[config.mk]
export PLATFORM = sky130hd
export DESIGN_NAME = gray_step_sequencer
export DESIGN_NICKNAME = d
export VERILOG_FILES = /design/src/rtl/gray_step_sequencer_pkg.sv /design/src/rtl/gray_step_sequencer_gray_encoder.sv /design/src/rtl/gray_step_sequencer.sv
export SDC_FILE = /design/constraint.sdc
export NUM_CORES = 1
export LEC_CHECK = 0
export BUFFER_PORTS_ARGS = -buffer_cell sky130_fd_sc_hd__buf_2
export CORE_MARGIN = 1.5
export CORE_UTILIZATION = 45
export CTS_BUF_LIST = sky130_fd_sc_hd__clkbuf_2
export CTS_CLUSTER_DIAMETER = 30
export DETAILED_ROUTE_END_ITERATION = 10
export GPL_TIMING_DRIVEN = 0
export PLACE_DENSITY = 0.63
export SYNTH_ARGS = -nofsm -noshare
export SYNTH_HDL_FRONTEND = slang
export SYNTH_SLANG_ARGS = --single-unit
[constraint.sdc]
create_clock -name clk -period 2.9 [get_ports clk]
set_input_delay 0.29 -clock clk [delete_from_list [all_inputs] [get_ports clk]]
set_output_delay 0.29 -clock clk [all_outputs]
set_load 0.01 [all_outputs]
[src/rtl/gray_step_sequencer_pkg.sv]
// Shared types and helpers for the Gray-coded step sequencer.
package gray_step_sequencer_pkg;

  localparam int unsigned DEF_WIDTH  = 3;
  localparam int unsigned DEF_STEP_W = 8;
  localparam int unsigned DEF_DLY_W  = 8;

  // Widest position a Gray encoder built on bin_to_gray can handle.
  localparam int unsigned GRAY_MAX_W = 32;

  typedef enum logic [1:0] {
    S_IDLE = 2'd0,
    S_WAIT = 2'd1,
    S_DONE = 2'd2
  } state_t;

  // Reflected binary Gray code; narrower values are zero-extended by the caller.
  function automatic logic [GRAY_MAX_W-1:0] bin_to_gray(input logic [GRAY_MAX_W-1:0] b);
    return b ^ (b >> 1);
  endfunction

endpackage

[src/rtl/gray_step_sequencer_gray_encoder.sv]
// Combinational binary-to-Gray encoder, reusable by any Gray counter.
module gray_encoder
  import gray_step_sequencer_pkg::*;
#(
  parameter int unsigned WIDTH = DEF_WIDTH
) (
  input  logic [WIDTH-1:0] bin,
  output logic [WIDTH-1:0] gray
);

  // Encode through the shared helper at full width, then trim back.
  always_comb begin
    gray = WIDTH'(bin_to_gray(GRAY_MAX_W'(bin)));
  end

endmodule

[src/rtl/gray_step_sequencer.sv]
// Command-driven Gray position sequencer: accepts a move (dir, steps, dwell)
// and walks a binary position one step per dwell period, shown Gray-coded.
module gray_step_sequencer
  import gray_step_sequencer_pkg::*;
#(
  parameter int unsigned WIDTH  = DEF_WIDTH,
  parameter int unsigned STEP_W = DEF_STEP_W,
  parameter int unsigned DLY_W  = DEF_DLY_W
) (
  input  logic              clk,
  input  logic              rst,
  input  logic              cmd_valid,
  output logic              cmd_ready,
  input  logic              cmd_dir,
  input  logic [STEP_W-1:0] cmd_steps,
  input  logic [DLY_W-1:0]  cmd_delay,
  input  logic              abort,
  output logic [WIDTH-1:0]  gray,
  output logic              step_strobe,
  output logic              busy,
  output logic              done,
  output logic              aborted
);

  state_t              state;
  logic [WIDTH-1:0]    bin;
  logic                dir;
  logic [STEP_W-1:0]   rem;
  logic [DLY_W-1:0]    dly;
  logic [DLY_W-1:0]    dly_rld;

  gray_encoder #(.WIDTH(WIDTH)) u_enc (
    .bin  (bin),
    .gray (gray)
  );

  // Move FSM with dwell/step counters, position register and registered flags.
  always_ff @(posedge clk) begin
    if (rst) begin
      state       <= S_IDLE;
      bin         <= '0;
      dir         <= 1'b0;
      rem         <= '0;
      dly         <= '0;
      dly_rld     <= '0;
      step_strobe <= 1'b0;
      done        <= 1'b0;
      aborted     <= 1'b0;
      busy        <= 1'b0;
      cmd_ready   <= 1'b1;
    end else begin
      step_strobe <= 1'b0;
      done        <= 1'b0;
      aborted     <= 1'b0;
      case (state)
        S_IDLE: begin
          // cmd_ready is high whenever we sit in IDLE, so valid alone accepts.
          if (cmd_valid) begin
            dir       <= cmd_dir;
            rem       <= cmd_steps;
            dly       <= cmd_delay;
            dly_rld   <= cmd_delay;
            cmd_ready <= 1'b0;
            busy      <= 1'b1;
            if (cmd_steps == '0) begin
              state <= S_DONE;
              done  <= 1'b1;
            end else begin
              state <= S_WAIT;
            end
          end
        end
        S_WAIT: begin
          if (abort) begin
            state   <= S_DONE;
            done    <= 1'b1;
            aborted <= 1'b1;
          end else if (dly != '0) begin
            dly <= dly - DLY_W'(1);
          end else begin
            bin         <= dir ? bin + WIDTH'(1) : bin - WIDTH'(1);
            step_strobe <= 1'b1;
            rem         <= rem - STEP_W'(1);
            if (rem == STEP_W'(1)) begin
              state <= S_DONE;
              done  <= 1'b1;
            end else begin
              dly <= dly_rld;
            end
          end
        end
        S_DONE: begin
          state     <= S_IDLE;
          busy      <= 1'b0;
          cmd_ready <= 1'b1;
        end
        default: begin
          state     <= S_IDLE;
          busy      <= 1'b0;
          cmd_ready <= 1'b1;
        end
      endcase
    end
  end

endmodule
==> out/metrics.csv <==
metric,value,unit
drt_iter0_drc,145,
numCtsBuffers,5,
std_cell_rows,23,
drive_gt1_share,16.6,%
seq_power_share,48.3,%
clock-skew-final,0.0244,ns
cp_slowest_cell,nor3b_2,
cts_tree,built,
crit_path_end_kind,flip-flop,
clk_latency,0.41,ns
num_vias,1967,
critPathMaxFanout,8,
area.growth.synth_to_final,12.2,%
start_kind,flip-flop,
outcome,"finished, final reports clean",
yosysTopAreaCell,dfxtp_1,
io_pins,29,
die_area,0.00479,sq mm
required,3.22,ns
grt_max_degree,11,
period_share,87.7,%
drc,0,
finish.net_count,307,
yosysTopAreaCellShare,35.5,%
total_power,0.00118,W
tightestPinTransition,0.664,ns
hold_violations,0,
min_period,2.54,ns
ctsHtreeMaxLevel,2,
start_util,47.9,%
clkSlewWorstSetupHoldPaths,0.20,ns
hold_buffers,0,
tns,0,ns
netlist_top_cells_area,"dfxtp_1, nand2_1, a21oi_1",
cp_data_arrival_time,2.86,ns
synth_warnings,0,
critPathKind,flip-flop to flip-flop,
ff_latch_area,701,sq um
combPwrFrac,32.3,%
yosys.cell_types.count,52,
ir_worst_vdd,0.237,mV
first_global_vias,1772,
synth_most_common_cell,dfxtp_1,
cts_root_buf,clkbuf_2,
slowest_delay,0.49,ns
ant_nets,0,
layout_setup_ws,0.358,ns
setup_viol,0,
grt_pass1_wl,9.03,mm
antenna_found_initial,0,
postCtsSetupBuffers,0,
synth_area,0.00197,sq mm
place.gp.congestion,0.865,
wl_per_cell,16.5,um
avgSynthCellArea,7.98,sq um
ys_ff_latch,35,
synth-edff-count,0,
yosys-top-cells-count,"dfxtp_1, nand2_1, a21oi_1",
slew_headroom,55.7,%
grt_usage,23.7,%
timing.fmax,393,MHz
n_antenna_cell,0,
power_leakage,0.871,nW
async_flop_share,0,%
cts_resized,0,
cap_violations,0,
pre_cts_slack,0.465,ns
ys.flop_type,dfxtp_1,
overflow,0,
multiInputGateArea,0.00116,sq mm
power_frac_clock,19.4,%
fill_cells,403,
fp.dieW,69.2,um
drt_pass1_iterations,4,
p_int,0.000735,W
cts_sinks,35,
detailed_place_hpwl,3.87,mm
dieHeight,69.2,um
viasPerCell,5.91,
p_per_area,535,mW/mm^2
rsz0062_at_grt,false,
core_area,0.00412,sq mm
p_sw,0.000449,W
wirelength,5.48,mm
switching_share,37.9,%
path_cells,"inv_1, ha_1, nor3b_2, nand4_1, o21ai_2, mux2_2",
synth_fp_nets,272,
portBuffers,28,
yosysSeqAreaShare,35.5,%
slew_violations,0,
hold_class,input port to flip-flop,
synthCells,247,
clk_path_buf_depth,2,
-- metrics by stage --
step / util [%] / cells / hold WS, ns / instance area (sq um)
6_report: 53.8 / 333 / 0.113 / 2210
5_1_grt: 53.8 / 333 / 0.111 / 2210
4_1_cts: 53.8 / 333 / 0.107 / 2210
3_5_place_dp: 52.8 / 325 / 0.444 / 2170
3_3_place_gp: 52.8 / 325 / 0.443 / 2170
2_1_floorplan: - / 247 / 0.426 / 1970
-- layout make-up --
class	instances	area share [%]
sequential	35	31.7
clock buffer	6	1.36
tap	50	2.83
timing repair buffer	28	6.33
clock inverter	2	0.339
multi-input combinational	185	52.5
inverter	9	1.53
buffer	18	3.45
-- registers in the layout, summed over array words and instances (netlist names), 2 cells and up --
signal,cells
dly,8
dly_rld,8
rem,8
bin,3
state,2
-- power groups by stage --
stage | Clock, W | Combinational, W | Sequential, W
2_1_floorplan | 0 | 0.000274 | 0.000570
3_3_place_gp | 0 | 0.000377 | 0.000580
3_5_place_dp | 0 | 0.000377 | 0.000580
4_1_cts | 0.000234 | 0.000378 | 0.000570
5_1_grt | 0.000254 | 0.000430 | 0.000579
6_report | 0.000229 | 0.000383 | 0.000572
-- final timing paths --
kind | start | end | slack, ns | cells after the start
setup / recovery | dly[0] | dly[4] | 0.36 | 6
hold / removal | cmd_delay[6] | dly_rld[6] | 0.11 | 3
setup reg to reg | dly[0] | dly[4] | 0.36 | 6
hold reg to reg | busy | busy | 0.46 | 2
-- cells by family (layout without fill, tap and decap cells) --
| group | count (synthesis) | in the layout | synth area share (%) |
|---|---|---|---|
| AOI/OAI and AO/OA | 77 | 77 | 26.4 |
| buffers and inverters | 27 | 63 | 5.58 |
| xor gates and xnor gates | 4 | 4 | 1.78 |
| muxes | 4 | 4 | 2.16 |
| and+or+nand+nor | 96 | 96 | 25.6 |
| adders and majority gates | 4 | 4 | 2.92 |
| DFF | 35 | 35 | 35.5 |
-- layout by cell type (no fill, tap or decap), types with 2 or more instances in the layout --
master	instances
a31oi_1	6
or2_2	2
nor4_1	7
or4_1	4
nand3_1	4
xor2_1	4
or3_1	6
clkinv_1	2
o21ai_0	10
o221ai_1	3
buf_2	29
a31o_2	2
mux2_2	2
o41ai_1	2
buf_4	2
o21a_1	2
clkbuf_2	6
nor3b_1	3
inv_1	9
clkbuf_1	14
dfxtp_1	35
a21oi_1	23
a211oi_1	7
o32ai_1	4
nand2_1	34
nor2b_1	2
ha_1	3
mux2i_1	2
o311ai_0	4
nor3_1	6
nor2_1	15
nand2b_1	4
nand4_1	2
a2111oi_0	2
a211o_1	2
-- critical path: cells and delay by family (launching register included) --
family                     cells  cell delay, ns
AOI/OAI and AO/OA              1            0.40
adders and majority gates      1            0.31
buffers and inverters          1            0.14
DFF                            1            0.37
muxes                          1            0.37
and+or+nand+nor                2            0.85
-- layer usage --
metal / vias to the layer above / wire length (um) / GRT usage [%]
met5: - / 0 / 0
met4: 0 / 54 / 7.84
met3: 7 / 420 / 3.63
met2: 70 / 2370 / 36.0
met1: 904 / 2630 / 34.4
li1: 986 / - / -
Power figures use the tool's default switching activity.
